`config.mk`:
```
export PLATFORM = sky130hd
export DESIGN_NAME = locked_mult_key_driver
export DESIGN_NICKNAME = d
export VERILOG_FILES = /design/src/rtl/locked_mult_key_driver_pkg.sv /design/src/rtl/locked_mult_key_driver_key_scan_chain.sv /design/src/rtl/locked_mult_key_driver.sv
export SDC_FILE = /design/constraint.sdc
export NUM_CORES = 1
export LEC_CHECK = 0
export ABC_AREA = 1
export BUFFER_PORTS_ARGS = -buffer_cell sky130_fd_sc_hd__buf_2
export CORE_UTILIZATION = 40
export CTS_CLUSTER_DIAMETER = 30
export DETAILED_ROUTE_END_ITERATION = 8
export SLEW_MARGIN = 20
export SYNTH_ARGS = -nofsm -noshare
export SYNTH_HDL_FRONTEND = slang
export SYNTH_SLANG_ARGS = --single-unit
```
`constraint.sdc`:
```
create_clock -name clk_i -period 1.9 [get_ports clk_i]
set_input_delay 0.285 -clock clk_i [delete_from_list [all_inputs] [get_ports clk_i]]
set_output_delay 0.285 -clock clk_i [all_outputs]
set_load 0.1 [all_outputs]
```
`src/rtl/locked_mult_key_driver_pkg.sv`:
```
// Shared widths and FSM encoding for the locked-multiplier key driver.
package locked_mult_key_driver_pkg;
  localparam int KEY_W   = 32;
  localparam int OP_W    = 8;
  localparam int EPOCH_W = 4;

  typedef enum logic [1:0] {
    ST_IDLE  = 2'd0,
    ST_ISSUE = 2'd1,
    ST_RESP  = 2'd2
  } state_e;
endpackage

```
`src/rtl/locked_mult_key_driver_key_scan_chain.sv`:
```
// Serial key shadow chain with shift counter, commit qualification and
// the snapshot held while a commit waits for the FSM to return to IDLE.
module key_scan_chain #(
  parameter int KEY_W = 32
) (
  input  logic             clk_i,
  input  logic             rst_ni,
  input  logic             key_sin_i,
  input  logic             key_shift_i,
  input  logic             key_commit_i,
  input  logic             defer_i,
  input  logic             apply_i,
  output logic             commit_ok_o,
  output logic             commit_err_o,
  output logic             pending_o,
  output logic [KEY_W-1:0] shadow_o,
  output logic [KEY_W-1:0] snapshot_o
);
  localparam int CNT_W = $clog2(KEY_W + 1);
  localparam logic [CNT_W-1:0] CNT_FULL = CNT_W'(KEY_W);

  logic [KEY_W-1:0] shadow_q, shadow_d;
  logic [KEY_W-1:0] snapshot_q, snapshot_d;
  logic [CNT_W-1:0] cnt_q, cnt_d;
  logic             pending_q, pending_d;

  // A commit is only trusted once a full key has been shifted and nothing is moving.
  assign commit_ok_o  = key_commit_i && !key_shift_i && (cnt_q == CNT_FULL);
  assign commit_err_o = key_commit_i && !commit_ok_o;

  always_comb begin
    shadow_d   = shadow_q;
    snapshot_d = snapshot_q;
    cnt_d      = cnt_q;
    pending_d  = pending_q;
    if (key_shift_i) begin
      shadow_d = {key_sin_i, shadow_q[KEY_W-1:1]};
      if (cnt_q != CNT_FULL) cnt_d = cnt_q + CNT_W'(1);
    end
    if (key_commit_i) cnt_d = '0;
    // A later commit simply overwrites the snapshot; the epoch bump happens once at apply.
    if (apply_i) begin
      pending_d = 1'b0;
    end else if (commit_ok_o && defer_i) begin
      pending_d  = 1'b1;
      snapshot_d = shadow_q;
    end
  end

  always_ff @(posedge clk_i or negedge rst_ni) begin
    if (!rst_ni) begin
      shadow_q   <= '0;
      snapshot_q <= '0;
      cnt_q      <= '0;
      pending_q  <= 1'b0;
    end else begin
      shadow_q   <= shadow_d;
      snapshot_q <= snapshot_d;
      cnt_q      <= cnt_d;
      pending_q  <= pending_d;
    end
  end

  assign pending_o  = pending_q;
  assign shadow_o   = shadow_q;
  assign snapshot_o = snapshot_q;
endmodule

```
`src/rtl/locked_mult_key_driver.sv`:
```
// Drives operands and the active key into a locked multiplier, captures the
// product, and only swaps the key while no multiply is in flight.
module locked_mult_key_driver
  import locked_mult_key_driver_pkg::*;
#(
  parameter int KEY_W = locked_mult_key_driver_pkg::KEY_W,
  parameter int OP_W  = locked_mult_key_driver_pkg::OP_W
) (
  input  logic                 clk_i,
  input  logic                 rst_ni,
  input  logic                 key_sin_i,
  input  logic                 key_shift_i,
  input  logic                 key_commit_i,
  output logic                 key_err_o,
  output logic [EPOCH_W-1:0]   key_epoch_o,
  input  logic                 req_valid_i,
  output logic                 req_ready_o,
  input  logic [OP_W-1:0]      op1_req_i,
  input  logic [OP_W-1:0]      op2_req_i,
  output logic [OP_W-1:0]      op1_o,
  output logic [OP_W-1:0]      op2_o,
  output logic [KEY_W-1:0]     keyinput_o,
  input  logic [2*OP_W-1:0]    product_i,
  output logic                 rsp_valid_o,
  input  logic                 rsp_ready_i,
  output logic [2*OP_W-1:0]    rsp_product_o,
  output logic [EPOCH_W-1:0]   rsp_epoch_o
);
  state_e               state_q, state_d;
  logic                 req_ready_q, req_ready_d;
  logic                 rsp_valid_q, rsp_valid_d;
  logic                 key_err_q, key_err_d;
  logic [OP_W-1:0]      op1_q, op1_d, op2_q, op2_d;
  logic [2*OP_W-1:0]    rsp_product_q, rsp_product_d;
  logic [EPOCH_W-1:0]   rsp_epoch_q, rsp_epoch_d;
  logic [EPOCH_W-1:0]   epoch_q, epoch_d;
  logic [KEY_W-1:0]     key_q, key_d;
  logic [KEY_W-1:0]     shadow, snapshot;
  logic                 commit_ok, commit_err, pending;
  logic                 accept, rsp_done, defer;

  assign accept   = (state_q == ST_IDLE) && req_valid_i && req_ready_q;
  assign rsp_done = (state_q == ST_RESP) && rsp_valid_q && rsp_ready_i;
  // The handshake edge counts as entry to IDLE, so a commit there lands immediately.
  assign defer    = (state_q != ST_IDLE) && !rsp_done;

  key_scan_chain #(.KEY_W(KEY_W)) u_scan (
    .clk_i        (clk_i),
    .rst_ni       (rst_ni),
    .key_sin_i    (key_sin_i),
    .key_shift_i  (key_shift_i),
    .key_commit_i (key_commit_i),
    .defer_i      (defer),
    .apply_i      (rsp_done),
    .commit_ok_o  (commit_ok),
    .commit_err_o (commit_err),
    .pending_o    (pending),
    .shadow_o     (shadow),
    .snapshot_o   (snapshot)
  );

  always_comb begin
    state_d       = state_q;
    op1_d         = op1_q;
    op2_d         = op2_q;
    rsp_product_d = rsp_product_q;
    rsp_epoch_d   = rsp_epoch_q;
    key_d         = key_q;
    epoch_d       = epoch_q;
    key_err_d     = commit_err;
    // Handshake flags follow the current state, so each rises one cycle after entry.
    req_ready_d   = (state_q == ST_IDLE) && !accept;
    rsp_valid_d   = (state_q == ST_RESP) && !rsp_done;
    unique case (state_q)
      ST_IDLE: if (accept) begin
        op1_d   = op1_req_i;
        op2_d   = op2_req_i;
        state_d = ST_ISSUE;
      end
      ST_ISSUE: begin
        rsp_product_d = product_i;
        rsp_epoch_d   = epoch_q;
        state_d       = ST_RESP;
      end
      ST_RESP: if (rsp_done) state_d = ST_IDLE;
      default: state_d = ST_IDLE;
    endcase
    if (commit_ok && !defer) begin
      key_d   = shadow;
      epoch_d = epoch_q + EPOCH_W'(1);
    end else if (rsp_done && pending) begin
      key_d   = snapshot;
      epoch_d = epoch_q + EPOCH_W'(1);
    end
  end

  always_ff @(posedge clk_i or negedge rst_ni) begin
    if (!rst_ni) begin
      state_q       <= ST_IDLE;
      req_ready_q   <= 1'b1;
      rsp_valid_q   <= 1'b0;
      key_err_q     <= 1'b0;
      op1_q         <= '0;
      op2_q         <= '0;
      rsp_product_q <= '0;
      rsp_epoch_q   <= '0;
      epoch_q       <= '0;
      key_q         <= '0;
    end else begin
      state_q       <= state_d;
      req_ready_q   <= req_ready_d;
      rsp_valid_q   <= rsp_valid_d;
      key_err_q     <= key_err_d;
      op1_q         <= op1_d;
      op2_q         <= op2_d;
      rsp_product_q <= rsp_product_d;
      rsp_epoch_q   <= rsp_epoch_d;
      epoch_q       <= epoch_d;
      key_q         <= key_d;
    end
  end

  assign req_ready_o   = req_ready_q;
  assign rsp_valid_o   = rsp_valid_q;
  assign key_err_o     = key_err_q;
  assign key_epoch_o   = epoch_q;
  assign op1_o         = op1_q;
  assign op2_o         = op2_q;
  assign keyinput_o    = key_q;
  assign rsp_product_o = rsp_product_q;
  assign rsp_epoch_o   = rsp_epoch_q;
endmodule

```
* Word-level counts from Yosys, hierarchy flattened
Cells that the tools add are included.
Storage, ports and cells: logic and storage cells 63, output and inout port bits 75, input bits 39, bits in latches 0, memories 0, memory bits (writable) 0, memory bits (read-only) 0, bits in registers 148
Operators by class: mux-type cells 12, multiply operators 0, reduce and logical (&&, ||, !) cells 28, bitwise gates (word level) 1, add/subtract/negate cells 2, order comparisons 0, shift operators 0, eq/ne operators 6, div/mod/pow operators 0
Operators by type and width (count):
- 32-bit two-way mux | 2
- 6-bit two-way mux | 3
- 1-bit logical AND | 13
- 2-bit nonzero test | 5
- 4-bit two-way mux | 2
- 2-bit AND reduction | 4
- 6-bit by 1-bit adder with 6-bit output (second input constant) | 1
- 6-bit equality test (second input constant) | 1
- 6-bit != test (second input constant) | 1
- 2-bit one-hot mux with 3 select lines | 1
- 1-bit logical NOT | 5
- 4-bit by 1-bit adder with 4-bit output (second input constant) | 1
- 2-bit two-way mux | 2
- 2-bit != test (second input constant) | 2
- 2-bit by 1-bit equality test with 1-bit output (second input constant) | 1
- 2-bit equality test (second input constant) | 1
- 2-bit logical NOT | 1
- 1-bit two-way mux | 2
- 1-bit inverter | 1

* Depth between registers and ports, before layout
depth in word-level cells 8, gate-level depth with buffers 9, depth with buffers taken out 8

* By module
From an unflattened synthesis, not the netlist that was laid out.
Second synthesis, totals: cells, all modules 707, area total of the unflattened synthesis 6497.5 um^2
Modules (own cells, without submodules):
- locked_mult_key_driver | area an instance 3543.4 um^2, cells each 377, seq. area each 1928.1 um^2, instances 1
- key_scan_chain | area an instance 2954.1 um^2, cells each 330, seq. area each 1776.7 um^2, instances 1

* Worst setup path before layout
Ideal clock, no wire load.
path kind reg2reg, start point register rsp_valid_q (netlist: rsp_valid_o), end point register key_q[25] (netlist: keyinput_o[25]), stages on the path, launching flop included 8, library setup time 0.130 ns, clock period less this slack 2.121 ns, path slack -0.221 ns, path buffers 2, data arrival time 1.992 ns, required time 1.770 ns, cells stage by stage dfrtp_1 nand2_1 a21oi_2 nand3_2 buf_4 buf_6 nand3_1 nand3_1
Between the ends: word-level cells in the longest chain between the ends 7, elaborated cells on any way between the ends 9, those cells by class 1 x mux; 8 x reduce/logical
RTL lines:
- start: declaration | line locked_mult_key_driver.sv:31 | logic rsp_valid_q, rsp_valid_d;
- start signal: assignment | line locked_mult_key_driver.sv:112 | rsp_valid_q <= rsp_valid_d;
- 1-bit logical AND (*) (2 in a row) | line locked_mult_key_driver.sv:43 | assign rsp_done = (state_q == ST_RESP) && rsp_valid_q && rsp_ready_i;
- 1-bit logical NOT | line locked_mult_key_driver.sv:45 | assign defer = (state_q != ST_IDLE) && !rsp_done;
- 1-bit logical AND | line locked_mult_key_driver.sv:45
- 1-bit logical NOT | line locked_mult_key_driver.sv:88 | if (commit_ok && !defer) begin
- 1-bit logical AND | line locked_mult_key_driver.sv:88
- 32-bit two-way mux / 2-bit nonzero test (equally long branches)
- end signal: assignment | line locked_mult_key_driver.sv:119 | key_q <= key_d;
- end: declaration | line locked_mult_key_driver.sv:37 | logic [KEY_W-1:0] key_q, key_d;
Every way passes the cells marked *; elsewhere a longest branch is shown, timed or not. A chain may end at the register's enable or synchronous reset.

* Final worst setup path
start point register u_scan.cnt_q[0], end point register epoch_q[2] (netlist: key_epoch_o[2])
Between the ends: word-level cells in the longest chain between the ends 4, elaborated cells on any way between the ends 5, those cells by class 1 x eq/ne; 1 x mux; 3 x reduce/logical
RTL lines:
- start: declaration | line locked_mult_key_driver_key_scan_chain.sv:24 | logic [CNT_W-1:0] cnt_q, cnt_d;
- start signal: assignment | line locked_mult_key_driver_key_scan_chain.sv:59 | cnt_q <= cnt_d;
- 6-bit equality test (*) | line locked_mult_key_driver_key_scan_chain.sv:28 | assign commit_ok_o = key_commit_i && !key_shift_i && (cnt_q == CNT_FULL);
- 1-bit logical AND (*) | line locked_mult_key_driver_key_scan_chain.sv:28
- 1-bit logical AND (*) | line locked_mult_key_driver.sv:88
- 4-bit two-way mux / 2-bit nonzero test (equally long branches)
- end signal: assignment | line locked_mult_key_driver.sv:118 | epoch_q <= epoch_d;
- end: declaration | line locked_mult_key_driver.sv:36 | logic [EPOCH_W-1:0] epoch_q, epoch_d;
Marks and branches as above.

==> summary.md <==
| Metric | Value |
|---|---|
| Remaining antenna violation count | 0 |
| Top cell by count, worst path | nand2_1 |
| Die Width | 128.4 um |
| Final net count | 846 |
| Gr ovfl total | 0 |
| Clock root buffer | clkbuf_16 |
| Row count | 45 |
| Critical Path End Type | flip-flop |
| Req. time, crit path | 2.20 ns |
| Synth cell count leaders | 174 x nand2_1, 147 x dfrtp_1, 107 x nand3_1, 76 x inv_1, 40 x o21ai_0 |
| DR top layer | met4 |
| Kind of start point of the critical path | flip-flop |
| Layout area overhead | 21.95% |
| Leakage | 3.884 nW |
| Post-Syn Instances | 696 |
| Post-DR vias/cell | 4.774 |
| Pre-CTS setup slack | 0.1762 ns |
| Post-synth EDFFs | 0 |
| Top cell type's share of synthesized area | 57.58% |
| Worst slew margin | 64.43% |
| Syn Area/Cell | 9.179 um2 |
| Fin worst setup slack | 0.2381 ns |
| Layout cells sized above 1 | 23.46% |
| Synth Area in Simple Gates | 22.29% |
| CTS sink cnt | 148 |
| Worst hold-check slack | 0.06804 ns |
| Synth top area cells | dfrtp_1 58%, nand2_1 10%, nand3_1 8.4% |
| Crit-path cells | inv_1, ha_1, nand2_1, nor2_2, nand3_2, buf_4, nand2_1, nand2_1, nand2_1 |
| Metal1 wirelength | 6497 um |
| Final period util | 87.47% |
| Min Tclk post-route | 1.662 ns |
| Post-Synth Adder-Cell Area | 0.5875% |
| CP max FO | 29 |
| Number of remaining DRC errors | 0 |
| Global placement routability congestion | 0.7558 |
| CP max stage cell | dfrtp_1 |
| Final setup fails | 0 |
| Seq cells post-synth | 148 |
| Ys async rst share | 100.0% |
| Pins over their slew limit | 0 |
| DR WL met3 | 683 um |
| Worst path max stage delay | 0.41 ns |
| Crit path DAT | 1.96 ns |
| HP Class | in2reg |
| Vias | 4,893 |
| Clock slew at reported path FFs | 0.05 ns |
| Largest buffer count on any clock path | 2 |
| Die area | 0.01648 mm2 |
| Final WL | 13,800 um |
| Starting Density | 41.56% |
| Areal power density over the cells | 1478 mW/mm2 |
| Htree depth | 4 |
| Fmax | 0.6017 GHz |
| Critical path class | reg2reg |
| Yosys warning count | 0 |
| Post-synthesis mux area share | 3.173% |
| Die Height | 128.4 um |
| Post-synthesis xor/xnor area fraction | 0.5484% |
| Final hold violation count | 0 |
| Status | finished, final reports clean |
| Worst-Margin Slew | 0.5372 ns |
| Wire length per cell | 13.47 um |
| RSZ-0062 raised after global routing | no |
| Setup bufs post-CTS | 0 |
| Number of global-route vias before repair | 4,757 |
| Clock Latency Late Sink | 0.41 ns |
| CTS Buf Count | 17 |
| Gr usage total | 17.82% |
| Syn Std Cell Area | 0.006389 mm2 |
| Setup_tns | 0 ns |
| Worst vdd ir | 0.0008685 V |
| Total chip power | 0.01151 W |
| Antenna fix cells | 0 |
| Num ports | 114 |
| Post-synth cell types | 26 |
| Dominant cell type by area after synthesis | dfrtp_1 |
| First-pass GRT wire length | 22,930 um |
| Pre-Repair DR Iteration Count | 4 |
| Largest family of logic cells by synthesized area | simple AND/OR/NAND/NOR gates |
| TritonCTS clock tree | done |
| IO buf count | 113 |
| Hpwl dp | 8727 um |
| Iteration-0 DRC count of the detailed router | 292 |
| Most frequent cell after synthesis | nand2_1 |
| Antenna violations before repair | 0 |
| Synthesized net count | 738 |
| Compound-Gate Fraction of Synth Area | 7.129% |
| Most used DFF post-synth | dfrtp_1 |
| Layout filler cell count | 1,456 |
| Core ar. | 0.01537 mm2 |
| Max Cap Viol | 0 |
| Clk_skew | 0.006620 ns |
| Met2 Routed Length | 6431 um |
| Sequential share of the synthesized area | 57.99% |
| Largest net degree at the start of global routing | 70 |
==> timing repair <==
action | 4_1_cts | 5_1_grt
setup endpoints to repair | 0 | 1
endpoints found under the hold margin | 45 | 0
hold buffers | 1 | 0
gates resized for setup | 0 | 1
==> metrics by stage <==
step           instances  cell area (um2)  utilization (%)
2_1_floorplan        696             6390                -
3_3_place_gp         995             7162            46.59
3_5_place_dp         995             7162            46.59
4_1_cts             1025             7787            50.66
5_1_grt             1025             7791            50.69
6_report            1025             7791            50.69
==> path summary, 6_finish.rpt <==
path	startpoint	end	slack, ns	depth (start not counted)
max	u_scan.cnt_q[0]	key_epoch_o[2]	0.24	9
min	op1_req_i[1]	op1_o[1]	0.07	3
max reg2reg	u_scan.cnt_q[0]	key_epoch_o[2]	0.24	9
min reg2reg	op1_o[1]	op1_o[1]	0.47	2
max in group asynchronous	rst_ni	keyinput_o[16]	0.88	3
min in group asynchronous	rst_ni	rsp_product_o[5]	0.39	2
==> cells in the final DEF, fill, tap and decap left out <==
| cell type | instances |
|---|---|
| nor2_1 | 38 |
| ha_1 | 3 |
| dlygate4sd3_1 | 1 |
| nand3_1 | 107 |
| a21oi_4 | 1 |
| buf_12 | 4 |
| nor2_4 | 2 |
| buf_4 | 9 |
| clkbuf_1 | 4 |
| o21ai_2 | 23 |
| mux2_1 | 15 |
| o21ai_1 | 9 |
| xor2_1 | 4 |
| dfrtp_1 | 146 |
| or2_1 | 1 |
| o21ai_0 | 40 |
| clkbuf_8 | 4 |
| nand4_1 | 5 |
| buf_2 | 112 |
| nor2_2 | 2 |
| inv_2 | 3 |
| clkinv_1 | 1 |
| nand2_1 | 173 |
| inv_1 | 76 |
| bufinv_16 | 4 |
| nand3_2 | 2 |
| buf_6 | 2 |
| dfrtp_2 | 1 |
| dfstp_2 | 1 |
| nand2_2 | 1 |
| clkbuf_16 | 17 |
| mux2_2 | 3 |
==> report_power, final <==
part           internal, W  total (W)  switching [W]
clock              0.00232    0.00348        0.00117
sequential         0.00365    0.00393       0.000277
combinational     0.000618    0.00410        0.00348
==> kinds of logic after synthesis <==
group	after synthesis
AND/OR/NAND/NOR	331
flip-flops	148
buffers and inverters	119
AO/OA/AOI/OAI	73
multiplexers	18
XOR/XNOR	4
adder cells (fa/ha/maj)	3
==> critical path: cells and delay by family, from the launching register on <==
kind | cells | cell delay [ns]
buf+inv | 2 | 0.40
flops | 1 | 0.41
fa+ha+maj | 1 | 0.23
simple gates | 6 | 0.51
==> layer usage <==
| layer | track usage [%] | up-vias |
|---|---|---|
| met5 | 0 | - |
| met4 | 6.920 | 0 |
| met3 | 4.948 | 16 |
| met2 | 28.52 | 129 |
| met1 | 23.02 | 2317 |
| li1 | - | 2431 |
==> sequential cells by signal, indices dropped and copies added (netlist names) <==
signal and count:
u_scan.shadow_o 32, key_err_o 1, state_q 2, op2_o 8
req_ready_o 1, rsp_epoch_o 4, keyinput_o 32, op1_o 8
key_epoch_o 4, u_scan.pending_o 1, rsp_product_o 16, u_scan.snapshot_o 32
u_scan.cnt_q 6, rsp_valid_o 1
==> layout make-up <==
| class | instances | area (um2) | share of cell area (%) |
|---|---|---|---|
| Sequential cell | 148 | 3706 | 47.57 |
| Multi-Input combinational cell | 429 | 2165 | 27.78 |
| Timing Repair Buffer | 128 | 740.7 | 9.507 |
| Clock buffer | 25 | 495.5 | 6.359 |
| Inverter | 80 | 300.3 | 3.854 |
| Tap cell | 211 | 264.0 | 3.388 |
| Clock inverter | 4 | 120.1 | 1.542 |
No activity file was read; power rests on OpenSTA's default activity.
